### config.mk
export PLATFORM = sky130hd
export DESIGN_NAME = vec_mem_sequencer
export DESIGN_NICKNAME = d
export VERILOG_FILES = /design/src/rtl/vec_mem_sequencer.sv
export SDC_FILE = /design/constraint.sdc
export NUM_CORES = 1
export LEC_CHECK = 0
export BUFFER_PORTS_ARGS = -buffer_cell sky130_fd_sc_hd__buf_2
export CAP_MARGIN = 15
export CORE_UTILIZATION = 28
export CTS_CLUSTER_SIZE = 8
export DETAILED_ROUTE_END_ITERATION = 10
export GPL_ROUTABILITY_DRIVEN = 0
export PLACE_DENSITY = 0.62
export SLEW_MARGIN = 20
export SYNTH_ARGS = -nofsm -noshare
export SYNTH_HDL_FRONTEND = slang
export SYNTH_SLANG_ARGS = --single-unit
export TNS_END_PERCENT = 50
### constraint.sdc
create_clock -name clk -period 2.5 [get_ports clk]
set_clock_uncertainty 0.1 [all_clocks]
set_input_delay 0.75 -clock clk [delete_from_list [all_inputs] [get_ports clk]]
set_output_delay 0.75 -clock clk [all_outputs]
set_load 0.01 [all_outputs]
### src/rtl/vec_mem_sequencer.sv
// MEM-stage data memory sequencer: splits scalar/vector loads and stores into
// DATA_W-wide beats, reassembles load data and stalls the pipeline meanwhile.
module vec_mem_sequencer #(
    parameter int unsigned DATA_W = 32,
    parameter int unsigned VEC_W  = 128,
    parameter int unsigned ADDR_W = 32
) (
    input  logic              clk,
    input  logic              rst,
    input  logic              rmem,
    input  logic              wmem,
    input  logic              VF,
    input  logic [ADDR_W-1:0] addr,
    input  logic [VEC_W-1:0]  wdata,
    input  logic [3:0]        dest_in,
    output logic [ADDR_W-1:0] mem_addr,
    output logic [DATA_W-1:0] mem_wdata,
    output logic              mem_re,
    output logic              mem_we,
    input  logic [DATA_W-1:0] mem_rdata,
    input  logic              mem_ready,
    output logic              stall,
    output logic [VEC_W-1:0]  rdata,
    output logic              rdata_valid,
    output logic [3:0]        dest_out,
    output logic              busy
);

    localparam int unsigned BEATS  = VEC_W / DATA_W;
    localparam int unsigned BEAT_W = (BEATS > 1) ? $clog2(BEATS) : 1;
    localparam int unsigned STEP   = DATA_W / 8;

    typedef enum logic [1:0] {
        IDLE,
        READ,
        WRITE,
        DONE
    } state_t;

    state_t            state;
    logic [BEAT_W-1:0] beat;
    logic [BEAT_W-1:0] beat_nxt;
    logic [BEAT_W-1:0] last_beat;
    logic              lat_vf;
    logic              lat_rd;
    logic [3:0]        lat_dest;
    logic [VEC_W-1:0]  lat_wdata;
    logic [VEC_W-1:0]  rdata_nxt;
    logic              req;
    logic              in_xfer;

    assign req       = rmem | wmem;
    assign in_xfer   = (state == READ) || (state == WRITE);
    assign beat_nxt  = beat + 1'b1;
    assign last_beat = lat_vf ? BEAT_W'(BEATS - 1) : '0;

    // Gated by rst so stall reads 0 while reset is held even if a request is present.
    assign stall = rst & (((state == IDLE) & req) | in_xfer);
    assign busy  = (state != IDLE);

    // First read beat clears the other lanes so a scalar load returns zero-extended data.
    always_comb begin
        rdata_nxt = (beat == '0) ? '0 : rdata;
        rdata_nxt[beat*DATA_W +: DATA_W] = mem_rdata;
    end

    // mem_addr is advanced by one word per beat, which equals base + beat*STEP modulo 2^ADDR_W.
    always_ff @(posedge clk or negedge rst) begin
        if (!rst) begin
            state       <= IDLE;
            beat        <= '0;
            lat_vf      <= 1'b0;
            lat_rd      <= 1'b0;
            lat_dest    <= '0;
            lat_wdata   <= '0;
            mem_addr    <= '0;
            mem_wdata   <= '0;
            mem_re      <= 1'b0;
            mem_we      <= 1'b0;
            rdata       <= '0;
            rdata_valid <= 1'b0;
            dest_out    <= '0;
        end else begin
            case (state)
                IDLE: begin
                    rdata_valid <= 1'b0;
                    if (req) begin
                        state     <= wmem ? WRITE : READ;
                        beat      <= '0;
                        lat_vf    <= VF;
                        lat_rd    <= ~wmem;
                        lat_dest  <= dest_in;
                        lat_wdata <= wdata;
                        mem_addr  <= addr;
                        mem_wdata <= wmem ? wdata[DATA_W-1:0] : '0;
                        mem_re    <= ~wmem;
                        mem_we    <= wmem;
                    end
                end
                READ, WRITE: begin
                    if (mem_ready) begin
                        if (state == READ) begin
                            rdata <= rdata_nxt;
                        end
                        if (beat == last_beat) begin
                            state     <= DONE;
                            mem_re    <= 1'b0;
                            mem_we    <= 1'b0;
                            mem_addr  <= '0;
                            mem_wdata <= '0;
                            if (lat_rd) begin
                                rdata_valid <= 1'b1;
                                dest_out    <= lat_dest;
                            end
                        end else begin
                            beat     <= beat_nxt;
                            mem_addr <= mem_addr + ADDR_W'(STEP);
                            if (state == WRITE) begin
                                mem_wdata <= lat_wdata[beat_nxt*DATA_W +: DATA_W];
                            end
                        end
                    end
                end
                DONE: begin
                    rdata_valid <= 1'b0;
                    state       <= IDLE;
                end
                default: begin
                    state <= IDLE;
                end
            endcase
        end
    end

endmodule

* Yosys cells after proc, flatten, opt, wreduce, memory -nomap -nowiden
Cells that the tools add are included.
Cells by class: reduce and logical (&&, ||, !) cells 16, muxes and demuxes 32, shift operators 3, equal/unequal tests 10, add/subtract/negate cells 3, bitwise operators 5
Operators with widths (number):
- 32-bit 2-to-1 mux | 8
- 128-bit bitwise mux | 1
- 128-bit 2-to-1 mux | 1
- 32-bit one-hot mux with 2 select lines | 2
- 32-bit by 34-bit variable shift with 128-bit output, first input constant | 1
- 128-bit by 8-bit variable part select with 32-bit output | 1
- 32-bit by 34-bit variable part select with 128-bit output | 1
- 7-bit negator with 34-bit output | 1
- 32-bit by 3-bit adder with 32-bit output, second input constant | 1
- 2-bit 2-to-1 mux | 8
- 4-bit AND reduction | 4
- 3-bit AND reduction | 4
- 2-bit != test, second input constant | 5
- 1-bit 2-to-1 mux | 7
- 1-bit one-hot mux with 2 select lines | 3
- 2-bit one-hot mux with 3 select lines | 1
- 2-bit == test, second input constant | 2
- 2-bit zero test | 2
- 2-bit one-hot mux with 2 select lines | 1
- 2-bit nonzero test | 2
- 2-bit OR reduction | 2
- 3-bit != test, second input constant | 1
- 2-bit by 1-bit adder with 2-bit output, second input constant | 1
- 1-bit AND | 2
- 6 further kinds | 7
Storage, ports and cells: input port bits 202, bits in registers 337, word-level logic and storage cells 82, output and inout bits 201

* Longest topological paths before layout
depth after elaboration 6, mapped depth 9, gate-level depth less buffers 7

* Least setup slack after synthesis
Ideal clock, no wire load.
kind reg2out, start point register state[0], end point output stall, path buffers 2, setup slack 101 ps, cell stages (with the launch flop) 7, arrival 1549 ps, data required time 1650 ps, cells stage by stage dfrtp_1 > inv_1 > ha_1 > inv_1 > clkbuf_1 > clkbuf_1 > a21boi_0
On the way: cells in the longest elaborated chain, start to end 4, elaborated cells on any way between the ends 7, classes of those cells eq/ne: 2; bitwise: 3; reduce/logical: 2
Ends and longest elaborated chain:
- start, declared | RTL line 40 | state_t state;
- start signal, assigned | RTL line 88 | state <= wmem ? WRITE : READ;
- 2-bit zero test (tied with other cells) | RTL line 58 | assign stall = rst & (((state == IDLE) & req) | in_xfer);
- 1-bit AND / 1-bit logical OR (equally long branches) | RTL line 58, 53
- 1-bit OR * | RTL line 58
- 1-bit AND * | RTL line 58
- end, declared | RTL line 22 | output logic stall,
Every way passes the cells marked *; elsewhere a longest branch is shown, timed or not.

* Worst setup path after layout
start point register state[1], end point output stall
Same word-level chain as after synthesis.

==> flow_results.xml <==
<?xml version="1.0" encoding="UTF-8"?>
<metrics>
  <group name="layout">
    <metric name="finish.net_count" unit="">1969</metric>
    <metric name="layout-drive-gt1-share" unit="%">32.4</metric>
    <metric name="post_layout_nonfiller_instances" unit="">2438</metric>
    <metric name="postLayoutCoreUtil" unit="%">37.6</metric>
    <metric name="fillerInstances" unit="">4948</metric>
    <metric name="area_growth_syn_to_layout" unit="%">31.9</metric>
  </group>
  <group name="timing">
    <metric name="final_min_period_over_clock_period" unit="%">97.7</metric>
    <metric name="timing.max_slew.rel_slack" unit="%">28.2</metric>
    <metric name="achievable-frequency" unit="GHz">0.409</metric>
    <metric name="rsz_0062_raised_after_global_routing" unit="">true</metric>
    <metric name="max_slew.worst_pin.slew" unit="ns">1.07</metric>
    <metric name="timing.final.hold_violations" unit="">0</metric>
    <metric name="final-max-slew-violation-count" unit="">0</metric>
    <metric name="setup_viol" unit="">0</metric>
    <metric name="timing.final.crit_period" unit="ns">2.44</metric>
    <metric name="finalHoldWorstSlack" unit="ns">0.0807</metric>
  </group>
  <group name="global_route">
    <metric name="globalRouteOverflowTotal" unit="">0</metric>
    <metric name="grt_max_degree" unit="">151</metric>
    <metric name="grt_antenna_before_repair" unit="">7</metric>
    <metric name="number_of_global_route_vias_before_repair" unit="">12200</metric>
    <metric name="grt_use_total" unit="%">17.1</metric>
    <metric name="grt_pass1_wl" unit="um">71100</metric>
  </group>
  <group name="die">
    <metric name="starting_density_of_the_core" unit="%">28.5</metric>
    <metric name="placement_rows" unit="">82</metric>
    <metric name="ios" unit="">403</metric>
    <metric name="die_y" unit="um">229</metric>
    <metric name="core-area" unit="mm^2">0.0504</metric>
    <metric name="die_w" unit="um">229</metric>
    <metric name="die_area" unit="mm^2">0.0522</metric>
  </group>
  <group name="yosys">
    <metric name="synth.distinct_cells" unit="">53</metric>
    <metric name="synth_largest_type_area_fraction" unit="%">58.7</metric>
    <metric name="ys_warn_count" unit="">0</metric>
    <metric name="portion_of_netlist_area_occupied_by_mux_cells" unit="%">5.48</metric>
    <metric name="ys_seq_elements" unit="">337</metric>
    <metric name="mappedNetlistNets" unit="">1558</metric>
    <metric name="synthArstFlopShare" unit="%">100</metric>
    <metric name="dominant_synthesized_flop_cell" unit="">sky130_fd_sc_hd__dfrtp_1</metric>
    <metric name="main_area_contributors_after_synthesis" unit="">sky130_fd_sc_hd__dfrtp_1, sky130_fd_sc_hd__nand2_1, sky130_fd_sc_hd__a22o_1, sky130_fd_sc_hd__mux4_2, sky130_fd_sc_hd__o21ai_0</metric>
    <metric name="post_synth_xor_area_fraction" unit="%">0</metric>
    <metric name="yosysSeqAreaShare" unit="%">58.7</metric>
    <metric name="synth_top_area_cell" unit="">sky130_fd_sc_hd__dfrtp_1</metric>
    <metric name="synth_enable_flop_cells" unit="">0</metric>
    <metric name="synth_compound_area_share" unit="%">15.3</metric>
    <metric name="synth_simple_gate_area_share" unit="%">16.6</metric>
    <metric name="postSynthAreaPerCell" unit="um^2">10.7</metric>
    <metric name="synth_top_family_by_area" unit="">simple AND/OR/NAND/NOR gates</metric>
    <metric name="synth.cell_area" unit="mm^2">0.0144</metric>
    <metric name="netlist_instances" unit="">1346</metric>
    <metric name="synth_adder_area_share" unit="%">0.871</metric>
  </group>
  <group name="critical_path">
    <metric name="critical-path-slowest-cell" unit="">sky130_fd_sc_hd__dfrtp_1</metric>
    <metric name="crit_buf_inv" unit="">3</metric>
    <metric name="crit-reg2reg-capture" unit="">mem_wdata[29]</metric>
    <metric name="largest_incremental_delay_on_the_critical_path" unit="ns">0.36</metric>
    <metric name="critical_path.cell_chain" unit="">inv_2 &gt; ha_4 &gt; inv_4 &gt; a21boi_2 &gt; buf_2</metric>
    <metric name="critPathRequiredTime" unit="ns">1.65</metric>
    <metric name="worstReg2RegStart" unit="">state[0]</metric>
    <metric name="setup.worst_path.end_class" unit="">primary output</metric>
    <metric name="r2r.worst_path.cells" unit="">10</metric>
    <metric name="endpoint_arrival_time_on_the_critical_path" unit="ns">1.59</metric>
    <metric name="rrSetupSlack" unit="ns">0.09</metric>
    <metric name="cpLargestDelayFamily" unit="">flip-flops</metric>
    <metric name="critical_path_peak_fanout" unit="">4</metric>
    <metric name="timing.setup.critical_path_class" unit="">reg -&gt; out</metric>
    <metric name="crit_path_start_kind" unit="">flip-flop</metric>
  </group>
  <group name="clock_tree">
    <metric name="hold_buffers" unit="">0</metric>
    <metric name="tritoncts.num_buffers" unit="">48</metric>
    <metric name="cts_num_sinks" unit="">337</metric>
    <metric name="clockBufferDepth" unit="">3</metric>
    <metric name="clockRootBuffer" unit="">sky130_fd_sc_hd__clkbuf_16</metric>
    <metric name="tritoncts" unit="">yes</metric>
    <metric name="clock_insertion_delay_worst_skew" unit="ns">0.57</metric>
    <metric name="clock_tree.htree_level_count" unit="">2</metric>
    <metric name="clkTransAtPathRegs" unit="ns">0.06</metric>
  </group>
  <group name="pwr">
    <metric name="internal-power" unit="W">0.0153</metric>
    <metric name="static-leakage-power" unit="nW">9.77</metric>
    <metric name="p_clk_share" unit="%">24.2</metric>
    <metric name="netSwitchingFraction" unit="%">37.4</metric>
    <metric name="pwr_density_cell" unit="mW/mm^2">1280</metric>
    <metric name="vdd_drop_max" unit="uV">685</metric>
    <metric name="power_frac_comb" unit="%">40.4</metric>
    <metric name="power.switching" unit="W">0.00910</metric>
    <metric name="seq_power_share" unit="%">35.4</metric>
  </group>
  <group name="detailed_routing">
    <metric name="detailroute.via_count" unit="">12200</metric>
    <metric name="drt_iter0_markers" unit="">803</metric>
    <metric name="drc" unit="">0</metric>
    <metric name="antenna_left" unit="">0</metric>
    <metric name="via_to_cell_ratio" unit="">5.01</metric>
    <metric name="drt-wirelength-per-cell" unit="um">18.8</metric>
    <metric name="detail_route.wirelength" unit="um">45900</metric>
    <metric name="dr.pass1.iters" unit="">5</metric>
  </group>
  <group name="placement">
    <metric name="port_buffers" unit="">402</metric>
    <metric name="cell_count_post_placement" unit="">2367</metric>
    <metric name="post-dp-hpwl" unit="um">30400</metric>
  </group>
  <group name="worst_hold_path">
    <metric name="hp-class" unit="">in -&gt; async</metric>
  </group>
  <group name="status">
    <metric name="status" unit="">complete, no violations</metric>
  </group>
  <group name="run">
    <metric name="max-cap-violations" unit="">0</metric>
  </group>
</metrics>
-- synth_stat cells, drive strengths merged (2+ instances only) --
library cell	count
a21o	3
a21oi	15
a221o	3
a22o	137
a22oi	36
a2bb2oi	3
a31oi	7
a32oi	3
a41oi	2
and2	3
and3	16
and4	2
buf	25
clkbuf	70
dfrtp	337
ha	10
inv	12
mux2	6
mux4	32
nand2	458
nand2b	2
nand3	31
nand4	8
nor2	14
nor3	7
nor3b	2
nor4	5
nor4b	4
o211ai	4
o21ai	62
o22ai	3
o2bb2ai	2
o311ai	6
o32ai	2
or3	3
or4	4
-- cell usage in the layout, fill, tap and decap left out, types with 3 or more instances in the layout --
| master | Yosys | final |
|---|---|---|
| sky130_fd_sc_hd__a221o_1 | 3 | 3 |
| sky130_fd_sc_hd__dfrtp_1 | 337 | 336 |
| sky130_fd_sc_hd__buf_12 | 0 | 15 |
| sky130_fd_sc_hd__clkbuf_16 | 0 | 52 |
| sky130_fd_sc_hd__buf_4 | 0 | 32 |
| sky130_fd_sc_hd__a22o_1 | 137 | 137 |
| sky130_fd_sc_hd__a22oi_1 | 36 | 36 |
| sky130_fd_sc_hd__or4_1 | 4 | 4 |
| sky130_fd_sc_hd__o211ai_1 | 4 | 4 |
| sky130_fd_sc_hd__nand2_1 | 456 | 456 |
| sky130_fd_sc_hd__ha_1 | 10 | 8 |
| sky130_fd_sc_hd__a2bb2oi_1 | 3 | 3 |
| sky130_fd_sc_hd__nor3_1 | 5 | 5 |
| sky130_fd_sc_hd__o21ai_0 | 56 | 51 |
| sky130_fd_sc_hd__a32oi_1 | 3 | 3 |
| sky130_fd_sc_hd__nor4b_4 | 0 | 4 |
| sky130_fd_sc_hd__diode_2 | 0 | 4 |
| sky130_fd_sc_hd__mux2_2 | 6 | 5 |
| sky130_fd_sc_hd__a21oi_1 | 15 | 15 |
| sky130_fd_sc_hd__a21o_1 | 3 | 3 |
| sky130_fd_sc_hd__buf_2 | 24 | 401 |
| sky130_fd_sc_hd__o22ai_1 | 3 | 3 |
| sky130_fd_sc_hd__o21ai_1 | 5 | 9 |
| sky130_fd_sc_hd__inv_1 | 12 | 9 |
| sky130_fd_sc_hd__nor2_1 | 14 | 13 |
| sky130_fd_sc_hd__a31oi_1 | 7 | 7 |
| sky130_fd_sc_hd__and3_1 | 15 | 15 |
| sky130_fd_sc_hd__nor4_1 | 4 | 4 |
| sky130_fd_sc_hd__o311ai_0 | 6 | 6 |
| sky130_fd_sc_hd__nand4_1 | 8 | 8 |
| sky130_fd_sc_hd__mux4_2 | 32 | 32 |
| sky130_fd_sc_hd__nand3_1 | 30 | 30 |
-- cell families (layout without fill, tap and decap cells) --
kind of cell,Yosys count,after routing
AOI/OAI and AO/OA,292,292
adders and majority gates,10,10
buffers and inverters,107,522
DFF,337,337
muxes,38,38
other,0,4
and+or+nand+nor,562,563
-- power by group through the flow --
stage / combinational [W] / sequential (W) / clock (W)
after floorplan: 0.00555 / 0.00866 / 0
after global placement: 0.00897 / 0.00862 / 0
after detailed placement: 0.00917 / 0.00869 / 0
after CTS: 0.00953 / 0.00863 / 0.00604
after global routing: 0.0108 / 0.00888 / 0.00628
final: 0.00984 / 0.00863 / 0.00588
-- stage by stage --
| stage | setup slack (ns) | total power, W | instance area (um^2) | TNS [ns] |
|---|---|---|---|---|
| detailed placement | 0.0274 | 0.0179 | 17400 | 0 |
| CTS | -0.0588 | 0.0242 | 18900 | -0.0588 |
| floorplan | 0.101 | 0.0142 | 14400 | 0 |
| finish | 0.0564 | 0.0244 | 19000 | 0 |
| global placement | 0.0799 | 0.0176 | 17400 | 0 |
| global route | -0.0175 | 0.0260 | 19000 | -0.0807 |
-- what timing repair did --
| action | in CTS | in global routing |
|---|---|---|
| gates resized for setup | 10 | 10 |
| buffers inserted | 6 | 2 |
| cloned | 1 | 4 |
| pin swaps | 1 | 2 |
| endpoints found under the setup margin | 2 | 14 |
-- final cells by class --
cell class	count	area (um^2)	share of cell area [%]
diodes	4	10.0	0.0528
clock buffers	52	1250	6.58
clock inverters	3	76.3	0.402
inverters	12	47.5	0.251
multi-input cells	903	5620	29.6
flip-flops and latches	337	8430	44.5
well taps	672	841	4.43
repair buffers	455	2690	14.2
-- per-layer routing --
layer  share of wire (%)  up-vias  GRT usage (%)  wire [um]
li1                    -     5563              -          -
met1                  44     6080           22.8      20200
met2                  46      489           26.6      20900
met3                 8.5       73           5.20       3890
met4                 1.9        6           4.78        890
met5               0.098        -              0         45
-- flip-flops by register name, summed over array words and instances, names as in the netlist, 2 cells and up --
| name | cells |
|---|---|
| lat_wdata | 128 |
| rdata | 128 |
| mem_addr | 32 |
| mem_wdata | 32 |
| dest_out | 4 |
| lat_dest | 4 |
| beat | 2 |
| state | 2 |
-- worst max-delay path by stage --
| stage | start | end | slack [ns] | cells past startpoint |
|---|---|---|---|---|
| CTS | state[1] | stall | -0.06 | 6 |
| global placement | wmem | mem_wdata[7] | 0.08 | 7 |
| detailed placement | wmem | mem_wdata[7] | 0.03 | 5 |
| floorplan | state[0] | stall | 0.10 | 6 |
| global route | state[0] | mem_wdata[29] | -0.02 | 11 |
| finish | state[1] | stall | 0.06 | 5 |
No activity file was read; power rests on OpenSTA's default activity.
